**src/rtl/tone_synth.sv**
```systemverilog
// Reference-tone synthesiser: a phase accumulator drives square/saw/triangle
// samples into the audio codec output FIFO, one sample per tick.
module tone_synth #(
  parameter int unsigned CLK_DIV      = 1042,
  parameter int unsigned PHASE_SCALE  = 89478,
  parameter int unsigned VOLUME_SHIFT = 0
) (
  input  logic        CLOCK_50,
  input  logic        reset,
  input  logic        enable,
  input  logic [15:0] frequency,
  input  logic [1:0]  wave_sel,
  input  logic        audio_out_allowed,
  output logic        write_audio_out,
  output logic [31:0] left_channel_audio_out,
  output logic [31:0] right_channel_audio_out,
  output logic [7:0]  dropped,
  output logic        busy
);

  localparam int unsigned CW = $clog2(CLK_DIV + 1);
  localparam logic [CW-1:0] LAST = CW'(CLK_DIV - 1);

  typedef enum logic [1:0] {IDLE, CALC, WRITE} state_t;

  state_t               state;
  logic [CW-1:0]        tick_cnt;
  logic                 tick;
  logic [31:0]          phase;
  logic [31:0]          inc;
  logic [31:0]          inc_next;
  logic [1:0]           wave;
  logic [22:0]          tri_t;
  logic [23:0]          s;
  logic signed [31:0]   sample;

  assign tick     = enable && (tick_cnt == LAST);
  assign inc_next = 32'(frequency) * PHASE_SCALE;
  assign busy     = (state != IDLE);

  // Strobe is qualified by the live handshake so it lands in the very cycle
  // the FIFO reports space; enable gates it so a dropped run never writes.
  assign write_audio_out = enable && (state == WRITE) && audio_out_allowed;

  always_ff @(posedge CLOCK_50 or posedge reset) begin
    if (reset) begin
      tick_cnt <= '0;
    end else if (!enable || tick) begin
      tick_cnt <= '0;
    end else begin
      tick_cnt <= tick_cnt + CW'(1);
    end
  end

  always_comb begin
    s     = '0;
    tri_t = phase[31] ? ~phase[30:8] : phase[30:8];
    case (wave)
      2'd0:    s = phase[31] ? 24'h800001 : 24'h7FFFFF;
      2'd1:    s = phase[31:8] ^ 24'h800000;
      2'd2:    s = {tri_t, 1'b0} ^ 24'h800000;
      default: s = '0;
    endcase
    sample = $signed({{8{s[23]}}, s}) >>> VOLUME_SHIFT;
  end

  always_ff @(posedge CLOCK_50 or posedge reset) begin
    if (reset) begin
      state                   <= IDLE;
      phase                   <= '0;
      inc                     <= '0;
      wave                    <= '0;
      left_channel_audio_out  <= '0;
      right_channel_audio_out <= '0;
      dropped                 <= '0;
    end else if (!enable) begin
      state <= IDLE;
      phase <= '0;
    end else begin
      if (tick && (state != IDLE) && (dropped != 8'hFF)) begin
        dropped <= dropped + 8'd1;
      end
      case (state)
        IDLE: begin
          if (tick) begin
            inc   <= inc_next;
            wave  <= wave_sel;
            state <= CALC;
          end
        end
        CALC: begin
          left_channel_audio_out  <= sample;
          right_channel_audio_out <= sample;
          phase                   <= phase + inc;
          state                   <= WRITE;
        end
        WRITE: begin
          if (audio_out_allowed) begin
            state <= IDLE;
          end
        end
        default: state <= IDLE;
      endcase
    end
  end

endmodule

```
**config.mk**
```make
export PLATFORM = sky130hd
export DESIGN_NAME = tone_synth
export DESIGN_NICKNAME = d
export VERILOG_FILES = /design/src/rtl/tone_synth.sv
export SDC_FILE = /design/constraint.sdc
export NUM_CORES = 1
export LEC_CHECK = 0
export ABC_AREA = 1
export CORE_MARGIN = 2
export CORE_UTILIZATION = 50
export CTS_BUF_LIST = sky130_fd_sc_hd__clkbuf_4 sky130_fd_sc_hd__clkbuf_8
export CTS_CLUSTER_DIAMETER = 100
export CTS_CLUSTER_SIZE = 24
export DETAILED_ROUTE_END_ITERATION = 8
export GPL_ROUTABILITY_DRIVEN = 0
export PLACE_DENSITY = 0.7
export SLEW_MARGIN = 30
export SYNTH_ARGS = -nofsm -noshare
export SYNTH_HDL_FRONTEND = slang
export SYNTH_SLANG_ARGS = --single-unit
```
**constraint.sdc**
```tcl
create_clock -name CLOCK_50 -period 8.7 [get_ports CLOCK_50]
set_input_delay 1.74 -clock CLOCK_50 [delete_from_list [all_inputs] [get_ports CLOCK_50]]
set_output_delay 1.74 -clock CLOCK_50 [all_outputs]
set_load 0.005 [all_outputs]
```
==> results.yml, run 1 <==
yosys:
  synthCells: 1811
  syn_avg_cell_area_um2: 7.19
  yosysSeqAreaShare_pct: 20.9
  synthTopCellsByArea: "dfrtp_1, ha_1, nand2_1"
  synth-compound-area-share_pct: 8.16
  synth_top_area_share_pct: 20.9
  ys.flop_type: "dfrtp_1"
  yosysWarnings: 0
  synth-edff-count: 0
  synth_area_um2: 13000
  synth_top_family_by_area: "adder cells"
  syn_nets: 2086
  synth_xor_xnor_area_share_pct: 2.22
  muxShareOfSynthArea_pct: 0
  synth-simple-area-share_pct: 25.6
  synthAdderAreaFrac_pct: 28.9
  ys_async_sr_fraction_pct: 100
  ys_seq_elements: 109
  ys_types: 41
  yosys.area.top_type: "dfrtp_1"
route:
  vias: 11100
  wire_per_inst_um: 13.8
  drt_iter0_drc: 582
  viasPerCell: 5.05
  wirelength_um: 30300
  first_pass_iters: 6
  ant_nets: 0
  drc: 0
flow_run:
  cap_viol_max_count: 0
hold_path:
  hp-start: "tick_cnt[0]"
  min_path_type: "reg -> reg"
  hold_depth: 1
  min_to: "tick_cnt[0]"
placement:
  place.detailed.hpwl_um: 25400
  dp_cells: 2176
  pre_cts_ws_ns: 1.81
  io_buffers: 95
global_routing:
  grt_first_pass_wirelength_um: 51100
  grt_usage_pct: 23.4
  first_global_vias: 10800
  grt_max_degree: 68
  overflow: 0
  use_met2_pct: 42.5
  use_met3_pct: 1.90
  antenna_found_initial: 0
  busiest_layer: "met2"
  met1_usage_pct: 29.5
clocking:
  path_clk_slew_ns: 0.12
  clock_path_buffers: 2
  h-tree-depth: 3
  post_cts_resized: 0
  cts_tree: "built"
  clk-insertion-delay-late_ns: 0.41
  holdBufCountCts: 0
  ctsRootBufferMaster: "clkbuf_8"
  cts_buffers: 9
  cts_setup_buffers: 0
  cts_sinks: 109
critical_path:
  crit_path_end_kind: "register"
  r2r_end: "phase[17]"
  crit_fanout: 7
  reg2regPathDepth: 8
  cp.buffers_inverters: 6
  cp_top_family: "adder cells"
  rr_startpoint: "state[1]"
  required_ns: 8.98
  crit_path_start: "frequency[7]"
  cp_slowest_cell: "clkdlybuf4s50_1"
  start_kind: "input pin"
  reg2reg_slack_ns: 6.34
  path_cells: "clkdlybuf4s50_1, ha_1, fa_1, inv_1, fa_1, inv_1, fa_1, fa_1, inv_1, fa_1, inv_1, ha_1, nand2_1, nor2_1, inv_1, o21bai_1, nand2_1, nand3_1, nand2_1, nand3_1, nand2_1"
  worst_path_largest_cell_delay_ns: 0.67
  critPathKind: "in -> reg"
  crit_arrival_ns: 6.78
sta:
  layout_setup_ws_ns: 2.20
  finalCritPeriodShare_pct: 74.7
  setup_violations: 0
  tightestPinTransition_ns: 0.814
  min_period_ns: 6.50
  rsz0062_at_grt: "no"
  tns_ns: 0
  fmax_ghz: 0.154
  final_max_slew_viol_count: 0
  finalClockSkew_ns: 0.0251
  hold_violations: 0
  relSlewSlack_pct: 45.6
die:
  dieArea_um2: 27400
  start_util_pct: 50.4
  chipWidth_um: 165
  core-area_um2: 25800
  io_pins: 96
  fp.dieH_um: 165
  fp-row-count: 59
layout:
  layout.cells.non_filler: 2193
  syn2layout_area_growth_pct: 9.02
  drive_gt1_share_pct: 3.34
  utilization_pct: 54.9
  nets: 2128
  num_antenna_cells: 0
run_status:
  status: "finished, final reports clean"
pwr:
  leakage_nw: 7.95
  power_density_nw_per_um2: 258
  max-vdd-ir-drop_v: 0.000198
## sequential cells by signal (all words and copies together) (netlist names)
signal and cells:
phase 31, tick_cnt 11, right_channel_audio_out 24, wave 2, dropped 8, inc 31, state 2
## worst max-delay path by stage
stage	to	slack (ns)	cells past startpoint
after floorplan	inc[27]	2.79	20
final	inc[27]	2.20	21
after CTS	inc[27]	2.21	21
after global routing	inc[23]	1.87	22
after global placement	inc[27]	1.92	21
after detailed placement	inc[27]	1.81	21
## metrics by stage
step / area [µm²] / power, mW / hold WS (ns)
final: 14200 / 3.67 / 0.499
after global placement: 14000 / 3.29 / 0.473
after floorplan: 13000 / 2.67 / 0.446
after global routing: 14200 / 4.13 / 0.523
after detailed placement: 14000 / 3.34 / 0.481
after CTS: 14200 / 3.67 / 0.502
## routing by layer
layer,up-vias,part of all wire (%),wire length (µm)
met4,0,2.8,853
met3,57,3.9,1190
met2,293,49,14700
met1,5047,45,13500
met5,-,0,0
li1,5673,-,-
## final cells by class
cell class | instances | area, µm²
Tap cell | 335 | 419
Fill cell | 2499 | 11600
Clock buffer | 9 | 124
Multi-Input combinational cell | 1265 | 8450
Clock inverter | 7 | 75.1
Timing Repair Buffer | 101 | 1020
Sequential cell | 109 | 2730
Inverter | 367 | 1380
## where the power goes
group	leakage, nW	internal (mW)	switching, mW	total (mW)
registers	1.45	0.513	0.00628	0.519
logic	6.40	1.05	1.78	2.83
clock network	0.0985	0.114	0.200	0.314
## cell usage after synthesis (all sizes together) (4+ instances only)
cell	count
o21bai	6
nand3	109
a21o	26
nand2	550
xnor2	23
o21ai	57
a21oi	55
and2	5
ha	174
or2	14
nand3b	6
nand4	10
dfrtp	109
fa	79
nor3b	4
inv	367
nor2	89
buf	56
a31oi	22
clkbuf	14
nor3	17
xor2	10
## kinds of logic after synthesis
| kind of cell | count (synthesis) |
|---|---|
| buf+inv | 437 |
| flops | 109 |
| compound gates | 174 |
| xor+xnor | 33 |
| simple gates | 805 |
| fa+ha+maj | 253 |
## layout by cell type, fill, tap and decap left out, drive strengths merged, types with 2 or more instances in the layout
master         count
clkinv             3
o21bai             6
nand3b             6
a21oi             55
nor3              17
xnor2             23
nand3            109
or2               14
a21o              26
ha               174
a31oi             22
nand4             10
fa                79
inv              370
clkdlybuf4s50     95
xor2              10
o31ai              2
nor2              89
nor3b              4
and2               5
buf                6
clkbuf             9
o21ai             57
nand2            550
dfrtp            109
a22o               2
Note: power is estimated with default switching activity, not from simulation.
==> run 2, diff against run 1 <==
--- a/config.mk
+++ b/config.mk
@@ -13,7 +13,7 @@
 export CTS_CLUSTER_SIZE = 24
 export DETAILED_ROUTE_END_ITERATION = 8
 export GPL_ROUTABILITY_DRIVEN = 0
-export PLACE_DENSITY = 0.7
+export PLACE_DENSITY = 0.72
 export SLEW_MARGIN = 30
 export SYNTH_ARGS = -nofsm -noshare
 export SYNTH_HDL_FRONTEND = slang
==> constraint.sdc (replaced) <==
create_clock -name CLOCK_50 -period 5.7 [get_ports CLOCK_50]
set_input_delay 1.14 -clock CLOCK_50 [delete_from_list [all_inputs] [get_ports CLOCK_50]]
set_output_delay 1.14 -clock CLOCK_50 [all_outputs]
set_load 0.005 [all_outputs]
==> results.yml, run 2 (synthesis results as in run 1) <==
sta:
  hold_violations: 0
  final_max_slew_viol_count: 0
  holdWs_ns: 0.495
  fmax_ghz: 0.181
  setup_violations: 0
  relSlewSlack_pct: 46.0
  min_period_ns: 5.53
  layout_setup_ws_ns: 0.168
  tightestPinTransition_ns: 0.807
  finalCritPeriodShare_pct: 97.1
  finalClockSkew_ns: 0.0183
clocking:
  cts_setup_buffers: 0
  cts_tree: "built"
  path_clk_slew_ns: 0.12
  clk-insertion-delay-late_ns: 0.39
  clock_path_buffers: 2
  cts_sinks: 109
  h-tree-depth: 3
  ctsRootBufferMaster: "clkbuf_8"
  post_cts_resized: 0
  cts_buffers: 9
  holdBufCountCts: 0
flow_run:
  cap_viol_max_count: 0
critical_path:
  crit_fanout: 5
  crit_arrival_ns: 5.83
  start_kind: "input pin"
  cp_top_family: "adder cells"
  crit_path_start: "frequency[7]"
  cp_slowest_cell: "fa_1"
  cpMostUsedCell: "nand2_1"
  critPathKind: "in -> reg"
  path_cells: "clkdlybuf4s50_1, buf_4, buf_4, ha_1, inv_1, fa_1, inv_1, fa_1, fa_1, fa_1, ha_1, ha_1, nand2_1, nor2_1, inv_1, nor2_1, nand2_1, nand2_1, nand2_1, nand2_1, nand2_1, nand3_1, nand2_1"
  worst_path_largest_cell_delay_ns: 0.58
  cp.buffers_inverters: 6
  required_ns: 6.00
  crit_path_end_kind: "register"
  rr_startpoint: "state[1]"
global_routing:
  grt_max_degree: 78
  use_met2_pct: 42.4
  first_global_vias: 11000
  use_met3_pct: 1.62
  grt_first_pass_wirelength_um: 50700
  met1_usage_pct: 28.4
  busiest_layer: "met2"
  antenna_found_initial: 0
  grt_usage_pct: 23.1
  overflow: 0
route:
  drc: 0
  wirelength_um: 30600
  viasPerCell: 5.01
  first_pass_iters: 7
  wire_per_inst_um: 13.4
  drt_iter0_drc: 555
  vias: 11500
  ant_nets: 0
layout:
  mostFrequentLayoutCells: "nand2_1, inv_1, ha_1, dfrtp_1, nand3_1"
  utilization_pct: 58.2
  stdcell_area_um2: 15000
  num_antenna_cells: 0
  nets: 2220
  drive_gt1_share_pct: 9.28
  mostFrequentLayoutCell: "nand2_1"
  syn2layout_area_growth_pct: 15.4
  reg_top3: "inc: 31 flops, phase: 31 flops, right_channel_audio_out: 24 flops"
  layout.cells.non_filler: 2285
die:
  fp-row-count: 59
  core-area_um2: 25800
  chipWidth_um: 165
  start_util_pct: 50.4
  io_pins: 96
  dieArea_um2: 27400
  fp.dieH_um: 165
placement:
  placed_area_um2: 14700
  pre_cts_ws_ns: -0.315
  place.detailed.hpwl_um: 25700
  io_buffers: 95
  dp_cells: 2269
pwr:
  pwr-share-seq_pct: 11.7
  swShare_pct: 49.6
  clockPowerShare_pct: 6.9
  p_int_mw: 3.41
  max-vdd-ir-drop_v: 0.000449
  power_density_nw_per_um2: 451
  p_sw_mw: 3.36
  pwr-share-comb_pct: 81.4
  leakage_nw: 8.41
hold_path:
  min_path_type: "reg -> reg"
  hp-start: "tick_cnt[0]"
run_status:
  status: "finished, final reports clean"
==> run 2: cell count changes in the layout (fill, tap and decap cells not counted), sizes merged <==
cell           previous run  this run
clkdlybuf4s50            95        93
clkbuf                    9        10
clkinvlp                  1         2
inv                     370       368
dlymetal6s2s              0         2
buf                       6        98
==> run 2: power groups by stage <==
stage	Combinational, mW	Sequential, mW	Clock [mW]
floorplan	3.27	0.808	0
global placement	4.92	0.807	0
detailed placement	5.00	0.808	0
finish	5.52	0.793	0.465
CTS	5.04	0.793	0.477
global route	6.16	0.795	0.502
==> run 2: final timing paths <==
path,end,slack [ns],cells past startpoint
setup / recovery,inc[28],0.17,23
hold / removal,tick_cnt[0],0.49,1
setup reg to reg,phase[13],3.41,8
hold reg to reg,tick_cnt[0],0.49,1
max in group asynchronous,phase[19],3.56,3
min in group asynchronous,dropped[4],1.22,2
==> run 2: per-stage QoR <==
step | setup TNS [ns] | power [mW]
4_1_cts | 0 | 6.31
2_1_floorplan | 0 | 4.08
6_report | 0 | 6.78
5_1_grt | -0.0113 | 7.46
3_3_place_gp | -3.23 | 5.73
3_5_place_dp | -4.52 | 5.81
==> run 2: layout make-up <==
cell class	count	area, µm²
Timing Repair Buffer	193	1690
Multi-Input combinational cell	1265	8620
Tap cell	335	419
Inverter	367	1380
Sequential cell	109	2730
Clock buffer	10	138
Fill cell	2376	10800
Clock inverter	6	55.1
==> run 2: worst reg2reg max path, delay by kind of cell, from the launching register on <==
family	cells	cell delay (ns)
flops	1	0.40
buf+inv	3	1.04
compound gates	3	0.57
simple gates	2	0.19
==> run 2: layer usage <==
layer  vias to the layer above  wire length, µm
li1                       5857                -
met1                      5277            13700
met2                       260            14900
met3                        63              979
met4                         0             1050
met5                         -                0
==> run 3, diff against run 2 <==
--- a/config.mk
+++ b/config.mk
@@ -7,13 +7,12 @@
 export LEC_CHECK = 0
 export ABC_AREA = 1
 export CORE_MARGIN = 2
-export CORE_UTILIZATION = 50
+export CORE_UTILIZATION = 30
 export CTS_BUF_LIST = sky130_fd_sc_hd__clkbuf_4 sky130_fd_sc_hd__clkbuf_8
 export CTS_CLUSTER_DIAMETER = 100
 export CTS_CLUSTER_SIZE = 24
 export DETAILED_ROUTE_END_ITERATION = 8
 export GPL_ROUTABILITY_DRIVEN = 0
-export PLACE_DENSITY = 0.72
 export SLEW_MARGIN = 30
 export SYNTH_ARGS = -nofsm -noshare
 export SYNTH_HDL_FRONTEND = slang
==> constraint.sdc (replaced) <==
create_clock -name CLOCK_50 -period 7.1 [get_ports CLOCK_50]
set_input_delay 1.42 -clock CLOCK_50 [delete_from_list [all_inputs] [get_ports CLOCK_50]]
set_output_delay 1.42 -clock CLOCK_50 [all_outputs]
set_load 0.005 [all_outputs]
==> results.yml, run 3 (synthesis results as in run 1) <==
route:
  viasPerCell: 4.50
  drc: 0
  first_pass_iters: 5
  ant_nets: 0
  drt_iter0_drc: 675
  wirelength_um: 32000
  wire_per_inst_um: 13.1
  vias: 11000
hold_path:
  min_path_type: "reg -> reg"
run_status:
  status: "finished, final reports clean"
layout:
  utilization_pct: 33.7
  mostFrequentLayoutCell: "nand2_1"
  layout.cells.non_filler: 2446
  stdcell_area_um2: 14500
  reg_top3: "inc: 31 flops, phase: 31 flops, right_channel_audio_out: 24 flops"
  nets: 2131
  num_antenna_cells: 0
  drive_gt1_share_pct: 3.49
  mostFrequentLayoutCells: "nand2_1, inv_1, ha_1, dfrtp_1, nand3_1"
  syn2layout_area_growth_pct: 11.2
pwr:
  max-vdd-ir-drop_v: 0.000248
  leakage_nw: 7.95
  power_density_nw_per_um2: 311
  total_power_mw: 4.51
global_routing:
  antenna_found_initial: 0
  overflow: 0
  first_global_vias: 10700
  grt_usage_pct: 14.7
  grt_max_degree: 62
  grt_first_pass_wirelength_um: 52900
placement:
  placed_area_um2: 14300
  pre_cts_ws_ns: 0.531
  io_buffers: 95
  dp_cells: 2430
  place.detailed.hpwl_um: 26700
flow_run:
  cap_viol_max_count: 0
die:
  start_util_pct: 30.3
  dieArea_um2: 45100
  fp-row-count: 76
  chipWidth_um: 212
  core-area_um2: 43000
  fp.dieH_um: 212
  io_pins: 96
sta:
  min_period_ns: 6.16
  finalClockSkew_ns: 0.0198
  setup_violations: 0
  holdWs_ns: 0.495
  fmax_ghz: 0.162
  final_max_slew_viol_count: 0
  tns_ns: 0
  finalCritPeriodShare_pct: 86.7
  hold_violations: 0
  rsz0062_at_grt: "no"
  relSlewSlack_pct: 46.2
  layout_setup_ws_ns: 0.943
  tightestPinTransition_ns: 0.807
critical_path:
  crit_arrival_ns: 6.45
  critPathKind: "in -> reg"
  crit_fanout: 7
  required_ns: 7.39
  start_kind: "input pin"
  crit_path_end_kind: "register"
clocking:
  h-tree-depth: 3
  clock_path_buffers: 2
  cts_tree: "built"
  ctsRootBufferMaster: "clkbuf_8"
  clk-insertion-delay-late_ns: 0.40
  cts_buffers: 9
  holdBufCountCts: 0
  cts_sinks: 109
  post_cts_resized: 0
  cts_setup_buffers: 0
  path_clk_slew_ns: 0.10
==> run 3: cell types whose count changed in the layout (fill, tap and decap cells not counted), sizes merged <==
cell and change:
dlymetal6s2s -2, inv -1, clkinv +2, buf -89
clkbuf -1, clkdlybuf4s50 +2
==> run 3: cell type report <==
class / instances / area, µm²
Multi-Input combinational cell: 1265 / 8450
Fill cell: 4625 / 28500
Clock inverter: 7 / 51.3
Inverter: 367 / 1380
Sequential cell: 109 / 2730
Tap cell: 585 / 732
Clock buffer: 9 / 124
Timing Repair Buffer: 104 / 1020
==> run 3: final timing paths <==
check | to | depth (start not counted) | slack (ns) | start
hold / removal | tick_cnt[0] | 1 | 0.50 | tick_cnt[0]
max in group asynchronous | inc[18] | 3 | 4.43 | reset
hold reg to reg | tick_cnt[0] | 1 | 0.50 | tick_cnt[0]
setup / recovery | inc[27] | 21 | 0.94 | frequency[7]
setup reg to reg | phase[13] | 8 | 4.75 | state[1]
min in group asynchronous | phase[13] | 2 | 1.46 | reset
==> run 3: per-layer routing <==
metal,global-route usage (%),routed length [µm],up-vias
li1,-,-,5676
met1,20.2,15700,5060
met4,3.71,591,0
met5,0,0,-
met2,24.5,14400,248
met3,1.58,1330,34
==> run 3: power by group <==
group	leakage (nW)	internal, mW	switching [mW]
registers	1.45	0.629	0.00788
logic	6.41	1.30	2.22
clock network	0.0856	0.129	0.229
total	7.95	2.05	2.45
==> run 3: critical path, stage by stage <==
cell	delay [ns]
clkdlybuf4s50_1	0.68
ha_1	0.34
fa_1	0.49
inv_1	0.06
fa_1	0.53
inv_1	0.05
fa_1	0.45
fa_1	0.49
inv_1	0.05
fa_1	0.52
inv_1	0.04
ha_1	0.34
nand2_1	0.11
nor2_1	0.25
inv_1	0.07
o21bai_1	0.20
nand2_1	0.09
nand3_1	0.08
nand2_1	0.06
nand3_1	0.07
nand2_1	0.05
